[src/rtl/mul_pipe_pkg.sv]
// Shared constants and lane-slicing helpers for the mul_pipe multiplier.
// The optional per-lane accumulators are enabled with MUL_PIPE_ACC_EN.
package mul_pkg;

    localparam int DEF_DATA_W      = 8;
    localparam int DEF_LANES       = 4;
    localparam int DEF_PIPE_STAGES = 2;
    localparam int ACC_GUARD       = 4;

    // Bit offset of lane 'lane' inside a packed operand vector.
    function automatic int op_lsb(input int lane, input int data_w);
        return lane * data_w;
    endfunction

    function automatic int prod_lsb(input int lane, input int data_w);
        return lane * 2 * data_w;
    endfunction

    function automatic int acc_width(input int data_w);
        return 2 * data_w + ACC_GUARD;
    endfunction

endpackage

[src/rtl/mul_pipe_if.sv]
// Transaction bus between the line-buffer window and mul_pipe.
// acc_first/acc_result exist only when MUL_PIPE_ACC_EN is defined.
interface mul_pipe_if
    import mul_pkg::*;
#(
    parameter int DATA_W = DEF_DATA_W,
    parameter int LANES  = DEF_LANES
);

    logic                        in_valid;
    logic                        in_signed;
    logic [LANES*DATA_W-1:0]     dataa;
    logic [LANES*DATA_W-1:0]     datab;
    logic                        out_valid;
    logic [LANES*2*DATA_W-1:0]   result;
`ifdef MUL_PIPE_ACC_EN
    logic                                  acc_first;
    logic [LANES*(2*DATA_W+ACC_GUARD)-1:0] acc_result;
`endif

    modport master (
        output in_valid, in_signed, dataa, datab,
`ifdef MUL_PIPE_ACC_EN
        output acc_first,
        input  acc_result,
`endif
        input  out_valid, result
    );

    modport slave (
        input  in_valid, in_signed, dataa, datab,
`ifdef MUL_PIPE_ACC_EN
        input  acc_first,
        output acc_result,
`endif
        output out_valid, result
    );

endinterface

[src/rtl/mul_lane.sv]
// One multiplier lane: operand extension, exact 2*DATA_W product and data pipeline.
// Valid/sign tracking is shared and lives in mul_pipe.
module mul_lane #(
    parameter int DATA_W      = 8,
    parameter int PIPE_STAGES = 2
) (
    input  logic                  clock,
    input  logic                  reset_n,
    input  logic                  clken,
    input  logic                  op_signed,
    input  logic [DATA_W-1:0]     a,
    input  logic [DATA_W-1:0]     b,
    output logic [2*DATA_W-1:0]   prod
);

    localparam int PW = 2 * DATA_W;

    // Low 2*DATA_W bits of the extended product are exact in both modes.
    function automatic logic [PW-1:0] mult(input logic [DATA_W-1:0] x,
                                           input logic [DATA_W-1:0] y,
                                           input logic              s);
        logic [PW-1:0] xe;
        logic [PW-1:0] ye;
        xe = {{DATA_W{s & x[DATA_W-1]}}, x};
        ye = {{DATA_W{s & y[DATA_W-1]}}, y};
        return xe * ye;
    endfunction

    generate
        if (PIPE_STAGES == 1) begin : g_direct
            logic [PW-1:0] prod_q;

            always_ff @(posedge clock) begin
                if (!reset_n)
                    prod_q <= '0;
                else if (clken)
                    prod_q <= mult(a, b, op_signed);
            end

            assign prod = prod_q;
        end else begin : g_staged
            logic [DATA_W-1:0] a_q;
            logic [DATA_W-1:0] b_q;
            logic [PW-1:0]     prod_q [1:PIPE_STAGES-1];

            // Operands are registered first so the multiplier sits between two flops.
            always_ff @(posedge clock) begin
                if (!reset_n) begin
                    a_q <= '0;
                    b_q <= '0;
                    for (int i = 1; i < PIPE_STAGES; i++)
                        prod_q[i] <= '0;
                end else if (clken) begin
                    a_q       <= a;
                    b_q       <= b;
                    prod_q[1] <= mult(a_q, b_q, op_signed);
                    for (int i = 2; i < PIPE_STAGES; i++)
                        prod_q[i] <= prod_q[i-1];
                end
            end

            assign prod = prod_q[PIPE_STAGES-1];
        end
    endgenerate

endmodule

[src/rtl/mul_pipe.sv]
// Multi-lane pipelined multiplier with shared valid/sign tracking.
// Define MUL_PIPE_ACC_EN to add one wrapping accumulator per lane.
module mul_pipe
    import mul_pkg::*;
#(
    parameter int DATA_W      = DEF_DATA_W,
    parameter int LANES       = DEF_LANES,
    parameter int PIPE_STAGES = DEF_PIPE_STAGES
) (
    input  logic     clock,
    input  logic     reset_n,
    input  logic     clken,
    mul_pipe_if.slave bus
);

    localparam int PW = 2 * DATA_W;

    generate
        if (PIPE_STAGES < 1) begin : g_bad_stages
            $error("mul_pipe: PIPE_STAGES must be >= 1");
        end
        if (DATA_W < 2) begin : g_bad_width
            $error("mul_pipe: DATA_W must be >= 2");
        end
    endgenerate

`ifdef MUL_PIPE_ACC_EN
    localparam int CTRL_DEPTH = PIPE_STAGES;
`else
    localparam int CTRL_DEPTH = 1;
`endif

    logic [PIPE_STAGES-1:0] valid_q;
    logic [CTRL_DEPTH-1:0]  sgn_q;
    logic                   mul_signed;
    logic                   out_valid;
    logic [LANES*PW-1:0]    prod;
`ifdef MUL_PIPE_ACC_EN
    logic [PIPE_STAGES-1:0] first_q;
`endif

    // Control bits ride alongside the data so mode changes never touch older slots.
    always_ff @(posedge clock) begin
        if (!reset_n) begin
            valid_q <= '0;
            sgn_q   <= '0;
`ifdef MUL_PIPE_ACC_EN
            first_q <= '0;
`endif
        end else if (clken) begin
            valid_q[0] <= bus.in_valid;
            sgn_q[0]   <= bus.in_signed;
            for (int i = 1; i < PIPE_STAGES; i++)
                valid_q[i] <= valid_q[i-1];
            for (int i = 1; i < CTRL_DEPTH; i++)
                sgn_q[i] <= sgn_q[i-1];
`ifdef MUL_PIPE_ACC_EN
            first_q[0] <= bus.acc_first;
            for (int i = 1; i < PIPE_STAGES; i++)
                first_q[i] <= first_q[i-1];
`endif
        end
    end

    assign mul_signed = (PIPE_STAGES == 1) ? bus.in_signed : sgn_q[0];
    assign out_valid  = valid_q[PIPE_STAGES-1];

    for (genvar l = 0; l < LANES; l++) begin : g_lane
        mul_lane #(
            .DATA_W      (DATA_W),
            .PIPE_STAGES (PIPE_STAGES)
        ) u_lane (
            .clock     (clock),
            .reset_n   (reset_n),
            .clken     (clken),
            .op_signed (mul_signed),
            .a         (bus.dataa[op_lsb(l, DATA_W) +: DATA_W]),
            .b         (bus.datab[op_lsb(l, DATA_W) +: DATA_W]),
            .prod      (prod[prod_lsb(l, DATA_W) +: PW])
        );
    end

    assign bus.out_valid = out_valid;
    assign bus.result    = prod;

`ifdef MUL_PIPE_ACC_EN
    localparam int AW = acc_width(DATA_W);

    logic last_first;
    logic last_signed;

    assign last_first  = first_q[PIPE_STAGES-1];
    assign last_signed = sgn_q[CTRL_DEPTH-1];

    // acc_q holds the total up to the previous output; acc_now folds in the
    // product on display so acc_result changes together with out_valid.
    for (genvar l = 0; l < LANES; l++) begin : g_acc
        logic [AW-1:0] acc_q;
        logic [AW-1:0] acc_now;
        logic [AW-1:0] prod_ext;

        assign prod_ext = {{ACC_GUARD{last_signed & prod[prod_lsb(l, DATA_W) + PW - 1]}},
                           prod[prod_lsb(l, DATA_W) +: PW]};

        always_comb begin
            acc_now = acc_q;
            if (out_valid)
                acc_now = last_first ? prod_ext : acc_q + prod_ext;
        end

        always_ff @(posedge clock) begin
            if (!reset_n)
                acc_q <= '0;
            else if (clken && out_valid)
                acc_q <= acc_now;
        end

        assign bus.acc_result[l*AW +: AW] = acc_now;
    end
`endif

endmodule

[src/flat_wrapper.sv]
// flat-port wrapper written by rule: the top's interface ports become plain ports
module mul_pipe_flat import mul_pkg::*;
#(
    parameter int DATA_W      = DEF_DATA_W,
    parameter int LANES       = DEF_LANES,
    parameter int PIPE_STAGES = DEF_PIPE_STAGES
)
  (clock, reset_n, clken, bus_in_valid, bus_in_signed, bus_dataa, bus_datab, bus_out_valid, bus_result);
  mul_pipe_if #(.DATA_W(DATA_W), .LANES(LANES)) bus_i ();
  input  logic clock;
  input  logic reset_n;
  input  logic clken;
  input wire logic [$bits(bus_i.in_valid)-1:0] bus_in_valid;
  input wire logic [$bits(bus_i.in_signed)-1:0] bus_in_signed;
  input wire logic [$bits(bus_i.dataa)-1:0] bus_dataa;
  input wire logic [$bits(bus_i.datab)-1:0] bus_datab;
  output wire logic [$bits(bus_i.out_valid)-1:0] bus_out_valid;
  output wire logic [$bits(bus_i.result)-1:0] bus_result;
  assign bus_i.in_valid = bus_in_valid;
  assign bus_i.in_signed = bus_in_signed;
  assign bus_i.dataa = bus_dataa;
  assign bus_i.datab = bus_datab;
  assign bus_out_valid = bus_i.out_valid;
  assign bus_result = bus_i.result;
  mul_pipe #(.DATA_W(DATA_W), .LANES(LANES), .PIPE_STAGES(PIPE_STAGES)) u_core (.clock(clock), .reset_n(reset_n), .clken(clken), .bus(bus_i));
endmodule
[config.mk]
export PLATFORM = sky130hd
export DESIGN_NAME = mul_pipe_flat
export DESIGN_NICKNAME = d
export VERILOG_FILES = /design/src/rtl/mul_pipe_pkg.sv /design/src/rtl/mul_pipe_if.sv /design/src/rtl/mul_lane.sv /design/src/rtl/mul_pipe.sv /design/src/flat_wrapper.sv
export SDC_FILE = /design/constraint.sdc
export NUM_CORES = 1
export LEC_CHECK = 0
export BUFFER_PORTS_ARGS = -buffer_cell sky130_fd_sc_hd__buf_4
export CORE_MARGIN = 1.5
export CORE_UTILIZATION = 58
export CTS_CLUSTER_SIZE = 20
export DETAILED_ROUTE_END_ITERATION = 6
export PLACE_DENSITY = 0.78
export SETUP_SLACK_MARGIN = 0.4
export SLEW_MARGIN = 5
export SYNTH_ARGS = -nofsm -noshare
export SYNTH_HDL_FRONTEND = slang
export SYNTH_SLANG_ARGS = --single-unit
[constraint.sdc]
create_clock -name clock -period 9.9 [get_ports clock]
set_clock_uncertainty 0.1 [all_clocks]
set_input_delay 2.97 -clock clock [delete_from_list [all_inputs] [get_ports clock]]
set_output_delay 2.97 -clock clock [all_outputs]
set_load 0.02 [all_outputs]
==> flow_metrics.env <==
export IMPL_drive_gt1_share_pct=11.5
export IMPL_place_gp_congestion=0.865
export IMPL_layout_area_seq_um2=3260
export IMPL_cts_resized=0
export IMPL_chipHeight_um=168
export IMPL_post_cts_setup_buffers=0
export IMPL_grt_util_met3_pct=3.95
export IMPL_clk_pin_slew_worst_paths_ns=0.07
export IMPL_cts_sinks=131
export IMPL_wl_per_cell_um=17.1
export IMPL_drv_slew=0
export IMPL_end_kind="flip-flop"
export IMPL_cpMostUsedCell="fa_1"
export IMPL_fin_crit_ns=5.89
export IMPL_drv_cap=0
export IMPL_max_stage_delay_ns=0.83
export IMPL_viasPerCell=5.39
export IMPL_dp_hpwl_um=26000
export IMPL_synthDistinctLibCells=30
export IMPL_setup_viol=0
export IMPL_crit_type="flip-flop to flip-flop"
export IMPL_worstPathBufferInverterCount=3
export IMPL_synth_warnings=0
export IMPL_reg2reg_slack_ns=4.01
export IMPL_fin_tns_setup_ns=0
export IMPL_die_area_um2=28100
export IMPL_n_fill_cell=2151
export IMPL_grt_busiest_layer="met2"
export IMPL_core_area_um2=26800
export IMPL_multiInputGateArea_um2=11200
export IMPL_cts_hold_buffers=0
export IMPL_reg2reg_from="u_core.mul_signed"
export IMPL_yosysSeqAreaShare_pct=20.7
export IMPL_ant_nets=0
export IMPL_grt_max_degree=91
export IMPL_hold_viol_final=0
export IMPL_initial_core_util_pct=58.7
export IMPL_critPathRequiredTime_ns=9.98
export IMPL_num_rows=60
export IMPL_synthCells=1578
export IMPL_track_usage_pct=26.7
export IMPL_synth_seq_cells=131
export IMPL_path_cells="nand2_1 -> or2_2 -> fa_1 -> fa_1 -> inv_1 -> fa_1 -> fa_1 -> inv_1 -> fa_1 -> inv_1 -> ha_1 -> o2111ai_2 -> a31oi_1 -> a311oi_2 -> xnor2_1 -> nor2_1"
export IMPL_final_cell_mix="inv_1 (273), fa_1 (252), and2_1 (150)"
export IMPL_layout_nets=2112
export IMPL_powerDensity_nw_per_um2=96.9
export IMPL_hold_end="u_core.valid_q[0]"
export IMPL_grtUsageMet1_pct=34.3
export IMPL_final_common_cell="inv_1"
export IMPL_min_path_type="flip-flop to flip-flop"
export IMPL_relSlewSlack_pct=39.2
export IMPL_first_global_vias=11900
export IMPL_syn_to_final_growth_pct=11.3
export IMPL_crit_fanout=21
export IMPL_peakVddDrop_v=0.0000968
export IMPL_antenna_cells=0
export IMPL_fin_crit_sh_pct=59.5
export IMPL_status="finished clean"
export IMPL_critical_path_startpoint_type="flip-flop"
export IMPL_cts_root_buf="clkbuf_16"
export IMPL_fmax_mhz=170
export IMPL_ctsHtreeMaxLevel=4
export IMPL_num_vias=10800
export IMPL_place_area_um2=16900
export IMPL_cp_slowest_cell="dfxtp_1"
export IMPL_clk_path_buf_depth=2
export IMPL_cp_arrival_ns=5.96
export IMPL_min_from="u_core.valid_q[0]"
export IMPL_fp_dieW_um=168
export IMPL_ios=134
export IMPL_drt_total_wl_um=34400
export IMPL_final_util_pct=65.3
export IMPL_antenna_found_initial=0
export IMPL_grt_remaining_overflow=0
export IMPL_drc=0
export IMPL_clk_latency_ns=0.43
export IMPL_syn_cell_area_um2=15700
export IMPL_cts_tree="yes"
export IMPL_worstMarginPinSlew_ns=0.913
export IMPL_reg2reg_depth=16
export IMPL_grt_pass1_wl_um=59100
export IMPL_post_route_cell_area_um2=17500
export IMPL_critPathTopFamily="adder cells"
export IMPL_grt_use_met2_pct=46.4
export IMPL_first_pass_iters=5
export IMPL_leakagePower_uw=0.00911
export IMPL_numCtsBuffers=17
export IMPL_drt_iter0_drc=740
export IMPL_syn_num_nets=2031
export IMPL_hold_depth=2
export IMPL_rsz0062_at_grt="false"
export IMPL_port_buffers=133
export IMPL_avgSynthCellArea_um2=9.97
export IMPL_r2r_end="u_core.g_lane[1].u_lane.g_staged.prod_q[1][15]"
cell families (layout without fill, tap and decap cells):
group                    Yosys count  after routing  synth area share, %
AND/OR/NAND/NOR                  510            510                 17.0
adder cells (fa/ha/maj)          384            384                 42.6
multiplexers                      67             67                 4.26
XOR/XNOR                          68             68                 3.79
buffers and inverters            346            440                 8.33
AO/OA/AOI/OAI                     72             72                 3.25
flip-flops                       131            131                 20.7
worst max-delay path by stage:
stage                            startpoint                                             end  slack (ns)  depth (start not counted)
after CTS                 u_core.mul_signed  u_core.g_lane[1].u_lane.g_staged.prod_q[1][15]        4.07                         16
after floorplan                       clken   u_core.g_lane[0].u_lane.g_staged.prod_q[1][0]        4.32                          3
after detailed placement  u_core.mul_signed  u_core.g_lane[1].u_lane.g_staged.prod_q[1][15]        4.14                         16
final                     u_core.mul_signed  u_core.g_lane[1].u_lane.g_staged.prod_q[1][15]        4.01                         16
after global placement                clken  u_core.g_lane[1].u_lane.g_staged.prod_q[1][13]        4.31                          3
after global routing      u_core.mul_signed  u_core.g_lane[1].u_lane.g_staged.prod_q[1][15]        3.83                         16
per-layer routing:
layer / vias to the layer above / part of all wire [%]
li1: 5008 / -
met1: 5399 / 42
met2: 363 / 50
met3: 76 / 5.0
met4: 0 / 2.6
met5: - / 0
synth_stat cells:
| cell | count | share of area (%) |
|---|---|---|
| a311oi_2 | 4 | 0.38 |
| o21a_1 | 4 | 0.19 |
| and2_1 | 150 | 6.0 |
| o21ai_0 | 12 | 0.38 |
| edfxtp_1 | 64 | 12 |
| nor2b_1 | 75 | 3.0 |
| and2b_2 | 4 | 0.22 |
| or2_2 | 8 | 0.32 |
| buf_2 | 9 | 0.29 |
| mux2i_1 | 67 | 4.3 |
| nor2b_4 | 4 | 0.35 |
| dfxtp_1 | 67 | 8.5 |
| a21o_1 | 8 | 0.38 |
| nand2b_1 | 13 | 0.52 |
| nand2_1 | 144 | 3.4 |
| nor3_1 | 8 | 0.25 |
| nor2_1 | 72 | 1.7 |
| a31oi_1 | 8 | 0.32 |
| clkbuf_1 | 64 | 1.5 |
| ha_1 | 132 | 11 |
| and3_1 | 28 | 1.1 |
| fa_1 | 252 | 32 |
| o21bai_1 | 4 | 0.19 |
| xnor2_1 | 48 | 2.7 |
| inv_1 | 273 | 6.5 |
| a21oi_1 | 24 | 0.76 |
| nor4_1 | 4 | 0.16 |
| xor2_1 | 20 | 1.1 |
| a211o_2 | 4 | 0.25 |
| o2111ai_2 | 4 | 0.38 |
worst reg2reg max path: stages (launching register included):
cell	delay, ns
dfxtp_1	0.83
nand2_1	0.44
or2_2	0.41
fa_1	0.46
fa_1	0.51
inv_1	0.08
fa_1	0.48
fa_1	0.49
inv_1	0.05
fa_1	0.49
inv_1	0.04
ha_1	0.37
o2111ai_2	0.17
a31oi_1	0.33
a311oi_2	0.16
xnor2_1	0.16
nor2_1	0.06
through the flow:
| stage | power (uW) | hold WS, ns | std cells | worst slack, ns |
|---|---|---|---|---|
| after floorplan | 886 | 0.382 | 1578 | 4.32 |
| after detailed placement | 1010 | 0.415 | 1981 | 4.14 |
| after CTS | 1700 | 0.430 | 2013 | 4.07 |
| final | 1700 | 0.421 | 2013 | 4.01 |
| after global routing | 1770 | 0.462 | 2013 | 3.83 |
| after global placement | 1000 | 0.409 | 1981 | 4.31 |
layout make-up:
type                    instances  share of cell area, %
multi-input cells            1101                   63.8
well taps                     341                   2.44
clock inverters                12                  0.858
flip-flops and latches        131                   18.6
repair buffers                135                   5.79
clock buffers                  20                   2.67
inverters                     273                   5.85
power breakdown:
part	internal (uW)	switching, uW	total [uW]
clock network	418	271	689
logic	158	188	346
registers	604	57.2	661
flip-flops by register name (all words and copies together) (netlist names):
| signal | count |
|---|---|
| u_core.g_lane.u_lane.g_staged.a_q | 32 |
| u_core.valid_q | 2 |
| u_core.g_lane.u_lane.g_staged.b_q | 32 |
| u_core.g_lane.u_lane.g_staged.prod_q | 64 |
| u_core.mul_signed | 1 |
Note: power is estimated with default switching activity, not from simulation.
